`config.mk`:
```
export PLATFORM = sky130hd
export DESIGN_NAME = ex_operand_stage_flat
export DESIGN_NICKNAME = d
export VERILOG_FILES = /design/src/rtl/ex_operand_stage_if.sv /design/src/rtl/ex_operand_stage.sv /design/src/flat_wrapper.sv
export SDC_FILE = /design/constraint.sdc
export NUM_CORES = 1
export LEC_CHECK = 0
export CORE_MARGIN = 2
export CORE_UTILIZATION = 35
export CTS_CLUSTER_SIZE = 24
export DETAILED_ROUTE_END_ITERATION = 10
export PLACE_DENSITY = 0.75
export SLEW_MARGIN = 15
export SYNTH_ARGS = -nofsm -noshare
export SYNTH_HDL_FRONTEND = slang
export SYNTH_SLANG_ARGS = --single-unit
```
`constraint.sdc`:
```
create_clock -name clk -period 2.25 [get_ports clk]
set_clock_uncertainty 0.2 [all_clocks]
set_input_delay 0.3375 -clock clk [delete_from_list [all_inputs] [get_ports clk]]
set_output_delay 0.3375 -clock clk [all_outputs]
set_load 0.02 [all_outputs]
```
`src/rtl/ex_operand_stage_if.sv`:
```
// Bundle of the ID/EX operand stage signals: decoded ID fields, hazard-unit
// controls, downstream forwarding sources and the EX-stage outputs.
// The master side feeds the stage; the slave side is the stage itself.
interface ex_operand_stage_if #(
    parameter int DATA_W = 32,
    parameter int REG_AW = 5
);
    // Hazard / branch unit controls
    logic              stall;
    logic              flush;

    // Decoded instruction from ID
    logic              id_valid;
    logic [REG_AW-1:0] id_rs_addr;
    logic [REG_AW-1:0] id_rt_addr;
    logic [DATA_W-1:0] id_rs_data;
    logic [DATA_W-1:0] id_rt_data;
    logic [DATA_W-1:0] id_imm;
    logic [4:0]        id_shamt;
    logic [3:0]        id_alu_op;
    logic              id_src_a;
    logic              id_src_b;
    logic [REG_AW-1:0] id_dst;
    logic              id_reg_write;
    logic              id_mem_read;
    logic              id_mem_write;

    // Forwarding sources from later stages
    logic              exmem_reg_write;
    logic [REG_AW-1:0] exmem_dst;
    logic [DATA_W-1:0] exmem_result;
    logic              memwb_reg_write;
    logic [REG_AW-1:0] memwb_dst;
    logic [DATA_W-1:0] memwb_data;

    // EX-stage outputs
    logic [DATA_W-1:0] alu_in1;
    logic [DATA_W-1:0] alu_in2;
    logic [3:0]        alu_op;
    logic [DATA_W-1:0] ex_store_data;
    logic [REG_AW-1:0] ex_dst;
    logic              ex_reg_write;
    logic              ex_mem_read;
    logic              ex_mem_write;
    logic              ex_valid;
    logic [1:0]        fwd_a_sel;
    logic [1:0]        fwd_b_sel;

    modport master (
        output stall, flush,
        output id_valid, id_rs_addr, id_rt_addr, id_rs_data, id_rt_data,
        output id_imm, id_shamt, id_alu_op, id_src_a, id_src_b, id_dst,
        output id_reg_write, id_mem_read, id_mem_write,
        output exmem_reg_write, exmem_dst, exmem_result,
        output memwb_reg_write, memwb_dst, memwb_data,
        input  alu_in1, alu_in2, alu_op, ex_store_data, ex_dst,
        input  ex_reg_write, ex_mem_read, ex_mem_write, ex_valid,
        input  fwd_a_sel, fwd_b_sel
    );

    modport slave (
        input  stall, flush,
        input  id_valid, id_rs_addr, id_rt_addr, id_rs_data, id_rt_data,
        input  id_imm, id_shamt, id_alu_op, id_src_a, id_src_b, id_dst,
        input  id_reg_write, id_mem_read, id_mem_write,
        input  exmem_reg_write, exmem_dst, exmem_result,
        input  memwb_reg_write, memwb_dst, memwb_data,
        output alu_in1, alu_in2, alu_op, ex_store_data, ex_dst,
        output ex_reg_write, ex_mem_read, ex_mem_write, ex_valid,
        output fwd_a_sel, fwd_b_sel
    );
endinterface

```
`src/rtl/ex_operand_stage.sv`:
```
// ID/EX pipeline register with RAW-hazard operand forwarding.
// Captures decoded operands/control from ID, bypasses results from EX/MEM
// and MEM/WB, and drives the ALU operands and opcode directly.
// Flush inserts a bubble; stall holds the instruction but keeps refreshing
// the stored source data with forwarded values so a producer retiring
// from MEM/WB during the stall is not lost.
module ex_operand_stage #(
    parameter int DATA_W = 32,
    parameter int REG_AW = 5
) (
    input  logic              clk,
    input  logic              rst_n,
    ex_operand_stage_if.slave bus
);

    // EX-stage state
    logic              r_valid;
    logic [REG_AW-1:0] r_rs_addr;
    logic [REG_AW-1:0] r_rt_addr;
    logic [DATA_W-1:0] r_rs_data;
    logic [DATA_W-1:0] r_rt_data;
    logic [DATA_W-1:0] r_imm;
    logic [4:0]        r_shamt;
    logic [3:0]        r_alu_op;
    logic              r_src_a;
    logic              r_src_b;
    logic [REG_AW-1:0] r_dst;
    logic              r_reg_write;
    logic              r_mem_read;
    logic              r_mem_write;

    // Forwarding network
    logic              w_exm_hit_a;
    logic              w_exm_hit_b;
    logic              w_mwb_hit_a;
    logic              w_mwb_hit_b;
    logic [DATA_W-1:0] w_fwd_rs;
    logic [DATA_W-1:0] w_fwd_rt;
    logic [1:0]        w_sel_a;
    logic [1:0]        w_sel_b;
    logic [DATA_W-1:0] w_in1;
    logic [DATA_W-1:0] w_in2;

    // A hit needs a live instruction in EX and a non-zero matching destination;
    // register 0 is hardwired and must never be bypassed.
    assign w_exm_hit_a = r_valid & bus.exmem_reg_write &
                         (bus.exmem_dst != {REG_AW{1'b0}}) & (bus.exmem_dst == r_rs_addr);
    assign w_exm_hit_b = r_valid & bus.exmem_reg_write &
                         (bus.exmem_dst != {REG_AW{1'b0}}) & (bus.exmem_dst == r_rt_addr);
    assign w_mwb_hit_a = r_valid & bus.memwb_reg_write &
                         (bus.memwb_dst != {REG_AW{1'b0}}) & (bus.memwb_dst == r_rs_addr);
    assign w_mwb_hit_b = r_valid & bus.memwb_reg_write &
                         (bus.memwb_dst != {REG_AW{1'b0}}) & (bus.memwb_dst == r_rt_addr);

    // ID/EX register: reset > flush > stall > load.
    always_ff @(posedge clk or negedge rst_n) begin
        if (!rst_n) begin
            r_valid     <= 1'b0;
            r_rs_addr   <= '0;
            r_rt_addr   <= '0;
            r_rs_data   <= '0;
            r_rt_data   <= '0;
            r_imm       <= '0;
            r_shamt     <= 5'd0;
            r_alu_op    <= 4'd0;
            r_src_a     <= 1'b0;
            r_src_b     <= 1'b0;
            r_dst       <= '0;
            r_reg_write <= 1'b0;
            r_mem_read  <= 1'b0;
            r_mem_write <= 1'b0;
        end else if (bus.flush) begin
            r_valid     <= 1'b0;
            r_rs_addr   <= '0;
            r_rt_addr   <= '0;
            r_rs_data   <= '0;
            r_rt_data   <= '0;
            r_imm       <= '0;
            r_shamt     <= 5'd0;
            r_alu_op    <= 4'd0;
            r_src_a     <= 1'b0;
            r_src_b     <= 1'b0;
            r_dst       <= '0;
            r_reg_write <= 1'b0;
            r_mem_read  <= 1'b0;
            r_mem_write <= 1'b0;
        end else if (bus.stall) begin
            // Hold the instruction but absorb any bypassed value now.
            r_rs_data   <= w_fwd_rs;
            r_rt_data   <= w_fwd_rt;
        end else begin
            r_valid     <= bus.id_valid;
            r_rs_addr   <= bus.id_rs_addr;
            r_rt_addr   <= bus.id_rt_addr;
            r_rs_data   <= bus.id_rs_data;
            r_rt_data   <= bus.id_rt_data;
            r_imm       <= bus.id_imm;
            r_shamt     <= bus.id_shamt;
            r_alu_op    <= bus.id_alu_op;
            r_src_a     <= bus.id_src_a;
            r_src_b     <= bus.id_src_b;
            r_dst       <= bus.id_dst;
            r_reg_write <= bus.id_reg_write;
            r_mem_read  <= bus.id_mem_read;
            r_mem_write <= bus.id_mem_write;
        end
    end

    // Source A bypass select: EX/MEM is newer than MEM/WB so it wins.
    always_comb begin
        w_sel_a  = 2'd0;
        w_fwd_rs = r_rs_data;
        if (w_exm_hit_a) begin
            w_sel_a  = 2'd1;
            w_fwd_rs = bus.exmem_result;
        end else if (w_mwb_hit_a) begin
            w_sel_a  = 2'd2;
            w_fwd_rs = bus.memwb_data;
        end else begin
            w_sel_a  = 2'd0;
            w_fwd_rs = r_rs_data;
        end
    end

    // Source B bypass select, same priority as source A.
    always_comb begin
        w_sel_b  = 2'd0;
        w_fwd_rt = r_rt_data;
        if (w_exm_hit_b) begin
            w_sel_b  = 2'd1;
            w_fwd_rt = bus.exmem_result;
        end else if (w_mwb_hit_b) begin
            w_sel_b  = 2'd2;
            w_fwd_rt = bus.memwb_data;
        end else begin
            w_sel_b  = 2'd0;
            w_fwd_rt = r_rt_data;
        end
    end

    // ALU operand muxes: shamt / immediate override the forwarded register value.
    always_comb begin
        w_in1 = w_fwd_rs;
        w_in2 = w_fwd_rt;
        if (r_src_a) begin
            w_in1 = {{(DATA_W-5){1'b0}}, r_shamt};
        end else begin
            w_in1 = w_fwd_rs;
        end
        if (r_src_b) begin
            w_in2 = r_imm;
        end else begin
            w_in2 = w_fwd_rt;
        end
    end

    // Outputs: control bits are qualified by valid so a bubble has no side effects.
    assign bus.alu_in1       = w_in1;
    assign bus.alu_in2       = w_in2;
    assign bus.alu_op        = r_alu_op;
    assign bus.ex_store_data = w_fwd_rt;
    assign bus.ex_dst        = r_dst;
    assign bus.ex_valid      = r_valid;
    assign bus.ex_reg_write  = r_reg_write & r_valid;
    assign bus.ex_mem_read   = r_mem_read  & r_valid;
    assign bus.ex_mem_write  = r_mem_write & r_valid;
    assign bus.fwd_a_sel     = w_sel_a;
    assign bus.fwd_b_sel     = w_sel_b;

endmodule
```
`src/flat_wrapper.sv`:
```
// flat-port wrapper written by rule: the top's interface ports become plain ports
module ex_operand_stage_flat 
#(
    parameter int DATA_W = 32,
    parameter int REG_AW = 5
)
  (clk, rst_n, bus_stall, bus_flush, bus_id_valid, bus_id_rs_addr, bus_id_rt_addr, bus_id_rs_data, bus_id_rt_data, bus_id_imm, bus_id_shamt, bus_id_alu_op, bus_id_src_a, bus_id_src_b, bus_id_dst, bus_id_reg_write, bus_id_mem_read, bus_id_mem_write, bus_exmem_reg_write, bus_exmem_dst, bus_exmem_result, bus_memwb_reg_write, bus_memwb_dst, bus_memwb_data, bus_alu_in1, bus_alu_in2, bus_alu_op, bus_ex_store_data, bus_ex_dst, bus_ex_reg_write, bus_ex_mem_read, bus_ex_mem_write, bus_ex_valid, bus_fwd_a_sel, bus_fwd_b_sel);
  ex_operand_stage_if #(.DATA_W(DATA_W), .REG_AW(REG_AW)) bus_i ();
  input  logic clk;
  input  logic rst_n;
  input wire logic [$bits(bus_i.stall)-1:0] bus_stall;
  input wire logic [$bits(bus_i.flush)-1:0] bus_flush;
  input wire logic [$bits(bus_i.id_valid)-1:0] bus_id_valid;
  input wire logic [$bits(bus_i.id_rs_addr)-1:0] bus_id_rs_addr;
  input wire logic [$bits(bus_i.id_rt_addr)-1:0] bus_id_rt_addr;
  input wire logic [$bits(bus_i.id_rs_data)-1:0] bus_id_rs_data;
  input wire logic [$bits(bus_i.id_rt_data)-1:0] bus_id_rt_data;
  input wire logic [$bits(bus_i.id_imm)-1:0] bus_id_imm;
  input wire logic [$bits(bus_i.id_shamt)-1:0] bus_id_shamt;
  input wire logic [$bits(bus_i.id_alu_op)-1:0] bus_id_alu_op;
  input wire logic [$bits(bus_i.id_src_a)-1:0] bus_id_src_a;
  input wire logic [$bits(bus_i.id_src_b)-1:0] bus_id_src_b;
  input wire logic [$bits(bus_i.id_dst)-1:0] bus_id_dst;
  input wire logic [$bits(bus_i.id_reg_write)-1:0] bus_id_reg_write;
  input wire logic [$bits(bus_i.id_mem_read)-1:0] bus_id_mem_read;
  input wire logic [$bits(bus_i.id_mem_write)-1:0] bus_id_mem_write;
  input wire logic [$bits(bus_i.exmem_reg_write)-1:0] bus_exmem_reg_write;
  input wire logic [$bits(bus_i.exmem_dst)-1:0] bus_exmem_dst;
  input wire logic [$bits(bus_i.exmem_result)-1:0] bus_exmem_result;
  input wire logic [$bits(bus_i.memwb_reg_write)-1:0] bus_memwb_reg_write;
  input wire logic [$bits(bus_i.memwb_dst)-1:0] bus_memwb_dst;
  input wire logic [$bits(bus_i.memwb_data)-1:0] bus_memwb_data;
  output wire logic [$bits(bus_i.alu_in1)-1:0] bus_alu_in1;
  output wire logic [$bits(bus_i.alu_in2)-1:0] bus_alu_in2;
  output wire logic [$bits(bus_i.alu_op)-1:0] bus_alu_op;
  output wire logic [$bits(bus_i.ex_store_data)-1:0] bus_ex_store_data;
  output wire logic [$bits(bus_i.ex_dst)-1:0] bus_ex_dst;
  output wire logic [$bits(bus_i.ex_reg_write)-1:0] bus_ex_reg_write;
  output wire logic [$bits(bus_i.ex_mem_read)-1:0] bus_ex_mem_read;
  output wire logic [$bits(bus_i.ex_mem_write)-1:0] bus_ex_mem_write;
  output wire logic [$bits(bus_i.ex_valid)-1:0] bus_ex_valid;
  output wire logic [$bits(bus_i.fwd_a_sel)-1:0] bus_fwd_a_sel;
  output wire logic [$bits(bus_i.fwd_b_sel)-1:0] bus_fwd_b_sel;
  assign bus_i.stall = bus_stall;
  assign bus_i.flush = bus_flush;
  assign bus_i.id_valid = bus_id_valid;
  assign bus_i.id_rs_addr = bus_id_rs_addr;
  assign bus_i.id_rt_addr = bus_id_rt_addr;
  assign bus_i.id_rs_data = bus_id_rs_data;
  assign bus_i.id_rt_data = bus_id_rt_data;
  assign bus_i.id_imm = bus_id_imm;
  assign bus_i.id_shamt = bus_id_shamt;
  assign bus_i.id_alu_op = bus_id_alu_op;
  assign bus_i.id_src_a = bus_id_src_a;
  assign bus_i.id_src_b = bus_id_src_b;
  assign bus_i.id_dst = bus_id_dst;
  assign bus_i.id_reg_write = bus_id_reg_write;
  assign bus_i.id_mem_read = bus_id_mem_read;
  assign bus_i.id_mem_write = bus_id_mem_write;
  assign bus_i.exmem_reg_write = bus_exmem_reg_write;
  assign bus_i.exmem_dst = bus_exmem_dst;
  assign bus_i.exmem_result = bus_exmem_result;
  assign bus_i.memwb_reg_write = bus_memwb_reg_write;
  assign bus_i.memwb_dst = bus_memwb_dst;
  assign bus_i.memwb_data = bus_memwb_data;
  assign bus_alu_in1 = bus_i.alu_in1;
  assign bus_alu_in2 = bus_i.alu_in2;
  assign bus_alu_op = bus_i.alu_op;
  assign bus_ex_store_data = bus_i.ex_store_data;
  assign bus_ex_dst = bus_i.ex_dst;
  assign bus_ex_reg_write = bus_i.ex_reg_write;
  assign bus_ex_mem_read = bus_i.ex_mem_read;
  assign bus_ex_mem_write = bus_i.ex_mem_write;
  assign bus_ex_valid = bus_i.ex_valid;
  assign bus_fwd_a_sel = bus_i.fwd_a_sel;
  assign bus_fwd_b_sel = bus_i.fwd_b_sel;
  ex_operand_stage #(.DATA_W(DATA_W), .REG_AW(REG_AW)) u_core (.clk(clk), .rst_n(rst_n), .bus(bus_i));
endmodule
```
After elaboration in Yosys (flattened, before gate mapping)
Cells that the tools add are included.

Register bits: 126. Input bits: 206. Output and inout bits: 113. Word-level logic and storage cells: 70.

Eq/ne operators: 5. Muxes and demuxes: 38. Bitwise logic cells: 11. Reductions and logical operators: 2.

Operators by type and width (number): $mux W32 (12); $mux W5 (8); $eq A5 B5 Y1 (4); $mux W1 (12); $and A1 B1 Y1 (11); $reduce_bool A5 Y1 (2); $mux W2 (4); $mux W4 (2); $ne A2 B1 Y1 const B (1).

Depth between registers and ports, before layout
Word-level depth: 7. Mapped depth: 7. Mapped depth without buffers: 6.

Worst setup path after synthesis
No wires, ideal clock.

Path kind: input to output. Start point: input bus_memwb_dst[1]. End point: output bus_alu_in2[22]. Arrival time: 2180 ps. Data required time: 1712 ps. Path slack: -467 ps. Stages: 7. Buffers on the path: 2. Cells stage by stage: or4_4 -> o2111ai_2 -> or2_2 -> buf_6 -> buf_6 -> a211oi_2 -> o31ai_1.

Word-level cells in the longest chain between the ends: 6. Elaborated cells on any way between the ends: 7. Those cells by class: eq/ne: 1; mux: 3; bitwise: 2; reduce/logical: 1.

RTL lines: start, declared (line flat_wrapper.sv:31) `input wire logic [$bits(bus_i.memwb_dst)-1:0] bus_memwb_dst;`; $reduce_bool A5 Y1 (line ex_operand_stage.sv:53) `(bus.memwb_dst != {REG_AW{1'b0}}) & (bus.memwb_dst == r_rt_addr);`; $and A1 B1 Y1 (line ex_operand_stage.sv:52) `assign w_mwb_hit_b = r_valid & bus.memwb_reg_write &`; $and A1 B1 Y1 (*) (line ex_operand_stage.sv:53); $mux W32 (*) (line ex_operand_stage.sv:132) `end else if (w_mwb_hit_b) begin`; $mux W32 (*) (line ex_operand_stage.sv:129) `if (w_exm_hit_b) begin`; $mux W32 (*) (line ex_operand_stage.sv:150) `if (r_src_b) begin`; end, declared (line flat_wrapper.sv:34) `output wire logic [$bits(bus_i.alu_in2)-1:0] bus_alu_in2;`.

Every way passes the cells marked *; elsewhere a longest branch is shown, timed or not.

Worst setup path after layout
Start point: register u_core.r_rt_addr[1]. End point: output bus_alu_in2[25].

Word-level cells in the longest chain between the ends: 5. Elaborated cells on any way between the ends: 7. Those cells by class: eq/ne: 2; mux: 3; bitwise: 2.

RTL lines: start, declared (line ex_operand_stage.sv:19) `logic [REG_AW-1:0] r_rt_addr;`; start signal, assigned (line ex_operand_stage.sv:94) `r_rt_addr <= bus.id_rt_addr;`; $eq A5 B5 Y1 (line ex_operand_stage.sv:53); $and A1 B1 Y1 (line ex_operand_stage.sv:53); $mux W32 (line ex_operand_stage.sv:132); $mux W32 (*) (line ex_operand_stage.sv:129); $mux W32 (*) (line ex_operand_stage.sv:150).

Marked as above.

==> flow_metrics.tcl <==
set metrics [dict create \
    status "finished with violations" \
    violations "negative setup slack" \
    cp-start-kind "flip-flop" \
    worstMarginPinSlew_ns 0.538 \
    numPortBuffers 318 \
    reg2reg_from "u_core.r_rt_addr[1]" \
    power.share.clock_pct 40.1 \
    period_minus_slack_ns 3.04 \
    worst_slack_ns -0.790 \
    syn-instance-count 903 \
    vdd_drop_max_v 0.000540 \
    rows 54 \
    required_ns 1.71 \
    avgSynthCellArea_sq_um 8.74 \
    ant_nets 0 \
    max_freq_mhz 329 \
    ctsRootBufferMaster "clkbuf_16" \
    timing.final.crit_share_pct 135 \
    place_area_sq_mm 0.0135 \
    drtIter0Drc 540 \
    drv_cap 0 \
    setup_viol 140 \
    hold_path_class "input port to flip-flop" \
    cts_max_path_buffers 2 \
    hp-start "bus_flush" \
    setup_tns_ns -69.42 \
    routed_wl_um 36800 \
    yosysWarnings 0 \
    cts.sinks 126 \
    critical_path.endpoint_type "output pin" \
    hold_depth 2 \
    dr.pass1.iters 5 \
    initial_core_util_pct 36.0 \
    die_h_um 154 \
    die_area_sq_mm 0.0238 \
    synth_largest_type_area_fraction_pct 39.9 \
    worstSkewPairLatency_ns 0.43 \
    rr_worst_depth 10 \
    clk_pin_slew_worst_paths_ns 0.06 \
    slew_viol_final 0 \
    synth_area_sq_mm 0.00790 \
    pwr_density_cell_mw_per_mm2 488 \
    pwr-share-seq_pct 33.0 \
    hpwl_um 24700 \
    final_nets 1578 \
    numCtsBuffers 17 \
    switching_share_pct 29.7 \
    syn_nets 1109 \
    comb_power_share_pct 26.9 \
    worstPathArrival_ns 2.50 \
    grt_max_degree 64 \
    yosysSeqAreaShare_pct 39.9 \
    hold_end "u_core.bus.alu_op[0]" \
    switching_power_mw 2.25 \
    grt_pass1_wl_um 54100 \
    synth_edf_count 0 \
    grt_overflow 0 \
    num_vias 9264 \
    ys.flop_type "dfrtp_1" \
    yosys-top-cells-area "dfrtp_1 (40%), mux2i_1 (12%), nor2_1 (7.5%)" \
    drc 0 \
    track_usage_pct 29.3 \
    core_sq_mm 0.0220 \
    synthArstFlopShare_pct 100 \
    io_pins 319 \
    final_layout_size_suffix_gt1_share_pct 43.3 \
    grt_pass1_vias 9669 \
    area.growth.synth_to_final_pct 96.5 \
    hold_viol_final 0 \
    htreeDepth 4 \
    gp_congestion 0.919 \
    worstSetupPathType "flip-flop to output pin" \
    rsz0062_at_grt "true" \
    ys_seq_elements 126 \
    yosysTopAreaCell "dfrtp_1" \
    rr_endpoint "u_core.r_rt_data[13]" \
    synthTopCellsByCount "nor2_1 (158), dfrtp_1 (126), nand2_1 (103)" \
    leakage_nw 6.76 \
    p_int_mw 5.32 \
    wl_per_cell_um 22.1 \
    rrSetupSlack_ns -0.12 \
    die_x_um 154 \
    viasPerCell 5.56 \
    crit_fanout 7 \
    cts_tree "done" \
    postLayoutCellArea_sq_mm 0.0155 \
    relSlewSlack_pct 64.0 \
    antenna_found_initial 1 \
    synth.most_common_cell "nor2_1" \
    synth.distinct_cells 32 \
]
## layout make-up
| cell class | instances | area, sq um |
|---|---|---|
| Fill cell | 1599 | 6440 |
| Multi-Input combinational cell | 660 | 5910 |
| Timing Repair Buffer | 532 | 5320 |
| Sequential cell | 126 | 3160 |
| Clock buffer | 17 | 425 |
| Tap cell | 280 | 350 |
| Clock inverter | 15 | 210 |
| Inverter | 35 | 139 |
| Antenna cell | 1 | 2.50 |
## worst max-delay path by stage
| stage | from | to | slack (ns) | cells past startpoint |
|---|---|---|---|---|
| 2_1_floorplan | bus_memwb_dst[1] | bus_alu_in2[24] | -0.22 | 7 |
| 3_3_place_gp | bus_memwb_dst[1] | bus_ex_store_data[2] | -1.43 | 9 |
| 3_5_place_dp | bus_memwb_dst[1] | bus_ex_store_data[2] | -1.44 | 9 |
| 4_1_cts | u_core.r_rt_addr[1] | bus_ex_store_data[22] | -0.82 | 9 |
| 5_1_grt | u_core.r_rt_addr[4] | bus_alu_in2[2] | -0.88 | 7 |
| 6_report | u_core.r_rt_addr[1] | bus_alu_in2[25] | -0.79 | 11 |
## critical path, cell delays in order, from the launching register on
cell,delay (ns)
dfrtp_2,0.45
buf_6,0.14
xor2_2,0.19
a211oi_2,0.06
nand2_2,0.18
clkinv_4,0.13
buf_12,0.14
clkbuf_16,0.16
buf_4,0.15
a211oi_4,0.24
o31ai_4,0.09
buf_6,0.14
## metrics by stage
stage	power [mW]	hold WS, ns	util [%]	setup slack [ns]	cells
2_1_floorplan	3.32	-0.158	-	-0.220	903
3_3_place_gp	4.37	0.111	61.3	-1.43	1593
3_5_place_dp	4.39	0.120	61.3	-1.44	1593
4_1_cts	7.47	0.121	66.9	-0.816	1643
5_1_grt	7.84	0.130	70.6	-0.880	1665
6_report	7.57	0.138	70.7	-0.790	1666
## cells by family (layout without fill, tap and decap cells)
logic type	Yosys count	after routing	synth area share, %
buf+inv	117	599	6.34
simple gates	344	344	19.0
compound gates	203	203	20.7
mux	94	94	11.9
flops	126	126	39.9
other cells	0	1	0
xor+xnor	19	19	2.11
## state kept, by name, summed over array words and instances (netlist names)
register	flops
u_core.r_imm	32
u_core.r_rs_data	32
u_core.r_rt_data	32
u_core.bus.ex_dst	5
u_core.r_rs_addr	5
u_core.r_rt_addr	5
u_core.r_shamt	5
u_core.bus.alu_op	4
u_core.bus.ex_valid	1
u_core.r_mem_read	1
u_core.r_mem_write	1
u_core.r_reg_write	1
u_core.r_src_a	1
u_core.r_src_b	1
## per-layer routing
metal / global-route usage, % / part of all wire [%] / vias up
met5: 0 / 0 / -
met4: 10.5 / 2.5 / 0
met3: 6.58 / 7.3 / 64
met2: 51.6 / 51 / 420
met1: 35.2 / 39 / 4605
li1: - / - / 4175
## cells in the final DEF (no fill, tap or decap), drive strengths merged, types with 33 or more instances in the layout
cell / instances
buf: 305
clkdlybuf4s50: 206
nor2: 158
dfrtp: 126
nand2: 103
mux2i: 94
o221ai: 64
a211oi: 61
a21oi: 39
inv: 38
o31ai: 37
nor3: 33
## repair_timing
item | in CTS | in global routing
pin swaps | 34 | 33
setup buffers | 17 | 23
resized for setup | 591 | 153
hold endpoints to repair | 45 | 0
endpoints found under the setup margin | 164 | 165
gates cloned | 3 | 7
hold buffers | 1 | 0
## power groups by stage
stage	clock, mW	combinational, mW	sequential [mW]
2_1_floorplan	0	0.806	2.51
3_3_place_gp	0	1.86	2.51
3_5_place_dp	0	1.87	2.52
4_1_cts	3.06	1.93	2.49
5_1_grt	3.19	2.14	2.51
6_report	3.03	2.03	2.50
Power figures use the tool's default switching activity.
==> RTL edit: new RTL, config.mk and constraints unchanged <==
`DATA_W` is set to 32 in 3 places; all go to 48.
--- a/src/rtl/ex_operand_stage_if.sv
+++ b/src/rtl/ex_operand_stage_if.sv
@@ -2,7 +2,7 @@
 // controls, downstream forwarding sources and the EX-stage outputs.
 // The master side feeds the stage; the slave side is the stage itself.
 interface ex_operand_stage_if #(
-    parameter int DATA_W = 32,
+    parameter int DATA_W = 48,
     parameter int REG_AW = 5
 );
     // Hazard / branch unit controls
--- a/src/rtl/ex_operand_stage.sv
+++ b/src/rtl/ex_operand_stage.sv
@@ -5,7 +5,7 @@
 // the stored source data with forwarded values so a producer retiring
 // from MEM/WB during the stall is not lost.
 module ex_operand_stage #(
-    parameter int DATA_W = 32,
+    parameter int DATA_W = 48,
     parameter int REG_AW = 5
 ) (
     input  logic              clk,
--- a/src/flat_wrapper.sv
+++ b/src/flat_wrapper.sv
@@ -1,7 +1,7 @@
 // flat-port wrapper written by rule: the top's interface ports become plain ports
 module ex_operand_stage_flat 
 #(
-    parameter int DATA_W = 32,
+    parameter int DATA_W = 48,
     parameter int REG_AW = 5
 )
   (clk, rst_n, bus_stall, bus_flush, bus_id_valid, bus_id_rs_addr, bus_id_rt_addr, bus_id_rs_data, bus_id_rt_data, bus_id_imm, bus_id_shamt, bus_id_alu_op, bus_id_src_a, bus_id_src_b, bus_id_dst, bus_id_reg_write, bus_id_mem_read, bus_id_mem_write, bus_exmem_reg_write, bus_exmem_dst, bus_exmem_result, bus_memwb_reg_write, bus_memwb_dst, bus_memwb_data, bus_alu_in1, bus_alu_in2, bus_alu_op, bus_ex_store_data, bus_ex_dst, bus_ex_reg_write, bus_ex_mem_read, bus_ex_mem_write, bus_ex_valid, bus_fwd_a_sel, bus_fwd_b_sel);
Interface: changed (8 resized); port bits go from 319 to 447. No check against the original RTL was run, so the function may have changed too.
==> RTL edit against the original RTL <==
- the run still ends with setup timing left
- routed wire length grew 58%
- total power is 28% higher
- clock power down 2%
- design area is 42% higher
- worst setup slack lost 190 ps
- sequential cell count grew 48
- first-iteration DRC count rose by 94%
- area after synthesis is 38% higher
- sequential share of layout area shrank 0.57 points
- critical path type unchanged
- largest power group is now registers
==> RTL edit: results (changes against the original RTL) <==
[timing]
worst_pin_slew_ps=768  ; +230 ps
setup_viol=227  ; +62%
worst_slack_ps=-976  ; -186 ps

[worst_setup_path]
max_stage_delay_ps=490  ; +40 ps
r2r_cells=12  ; +2
r2r_end=u_core.r_rs_data[29]
crit_slowest_cell=a2111o_2
cp_max_fo=8  ; +1
worstPathArrival_ps=2690  ; +190 ps

[synthesis]
synth.avg_cell_area_um2=9.24  ; +5.7%
syn-num-nets=1464  ; +32%
synthTopCellsByArea=dfrtp_1, mux2i_1, o221ai_1, nor2_1, nand2_1
synth-seq-area-share_pct=40.0  ; +0.051 points
synth_commonest_cells=nor2_1, dfrtp_1, mux2i_1, nand2_1, o221ai_1

[min_path]
min_to=u_core.r_imm[8]

[power_and_ir_drop]
peakVddDrop_uv=482  ; -11%
p_leak_nw=9.28  ; +37%

[drt]
drt-initial-drc-count=1049  ; +94%
viasPerCell=5.84  ; +5.1%
wl_um=58200  ; +58%
wire_per_inst_um=26.5  ; +20%

[grt]
grt_max_degree=68  ; +6.3%
grt_first_pass_wirelength_um=80900  ; +50%
grt.total_usage_pct=32.5  ; +3.1 points
antenna_found_initial=7  ; +6

[finish]
drive_gt1_share_pct=45.6  ; +2.3 points
n_fill_cell=2071  ; +30%
layout.nets=2069  ; +31%
top_regs=u_core.r_imm: 48 flops, u_core.r_rs_data: 48 flops, u_core.r_rt_data: 48 flops

[status]
violations=setup timing
status=finished with violations

[place]
dpl-instance-area_mm2=0.0183  ; +36%
portBuffers=446  ; +40%
dp_hpwl_um=35000  ; +42%
gp_congestion=0.965  ; +5.0%

-- RTL edit: per-stage QoR --
step           hold slack, ps  TNS (ps)  utilization [%]  worst slack, ps
2_1_floorplan            -158     -8940                -             -160
3_3_place_gp             47.0   -233350             59.8            -1310
3_5_place_dp             47.2   -244190             59.8            -1410
4_1_cts                  71.9   -139090             66.3            -1040
5_1_grt                  87.4   -154710             72.1            -1060
6_report                 93.6   -138600             72.1             -976
-- RTL edit: cells by family after synthesis --
family,Yosys count,share of synthesized area (%)
xor+xnor,18,1.45
mux,174,17.0
flops,174,40.0
compound gates,251,18.9
buf+inv,171,6.72
simple gates,390,16.0
-- RTL edit: how the worst max path moves through the flow --
stage | start | endpoint | slack, ps
6_report | u_core.r_rt_addr[4] | bus_alu_in2[23] | -980
2_1_floorplan | u_core.r_rt_addr[4] | bus_alu_in2[39] | -160
3_3_place_gp | bus_memwb_dst[0] | bus_alu_in2[2] | -1310
3_5_place_dp | bus_memwb_dst[3] | bus_alu_in1[32] | -1410
5_1_grt | u_core.r_rt_addr[4] | bus_alu_in2[23] | -1060
4_1_cts | u_core.r_rt_addr[4] | bus_alu_in2[23] | -1040
-- RTL edit: repair_timing --
action | CTS | global route
resized for setup | 956 | 239
buffers inserted | 27 | 45
hold buffers | 1 | 0
setup endpoints to repair | 238 | 247
cloned | 16 | 17
pin swaps | 42 | 63
endpoints found under the hold margin | 147 | 0
-- RTL edit: layout make-up --
type / count / area, um2 / share of cell area, %
Tap cell: 396 / 495 / 2.25
Timing Repair Buffer: 706 / 7840 / 35.5
Inverter: 51 / 199 / 0.902
Clock buffer: 20 / 447 / 2.03
Antenna cell: 7 / 17.5 / 0.0794
Multi-Input combinational cell: 833 / 8580 / 38.9
Sequential cell: 174 / 4370 / 19.8
Clock inverter: 12 / 114 / 0.516
-- RTL edit: power groups by stage --
stage               clock network [mW]  registers, mW  logic, mW
floorplan                            0           3.44       1.27
global placement                     0           3.45       2.81
detailed placement                   0           3.45       2.83
CTS                               2.98           3.41       2.97
global route                      3.11           3.44       3.43
finish                            2.96           3.43       3.29
-- RTL edit: layer usage --
layer	share of wire [%]	global-route usage, %	up-vias
li1	-	-	5537
met1	37	38.8	6363
met2	49	54.7	788
met3	9.0	7.78	162
met4	5.5	16.0	0
met5	0	0	-
-- RTL edit: worst max-delay path: cells and delay by family (launching register included) --
family,cells,cell delay [ps]
buf+inv,6,870
compound gates,2,740
flops,1,390
mux,1,190
simple gates,1,50
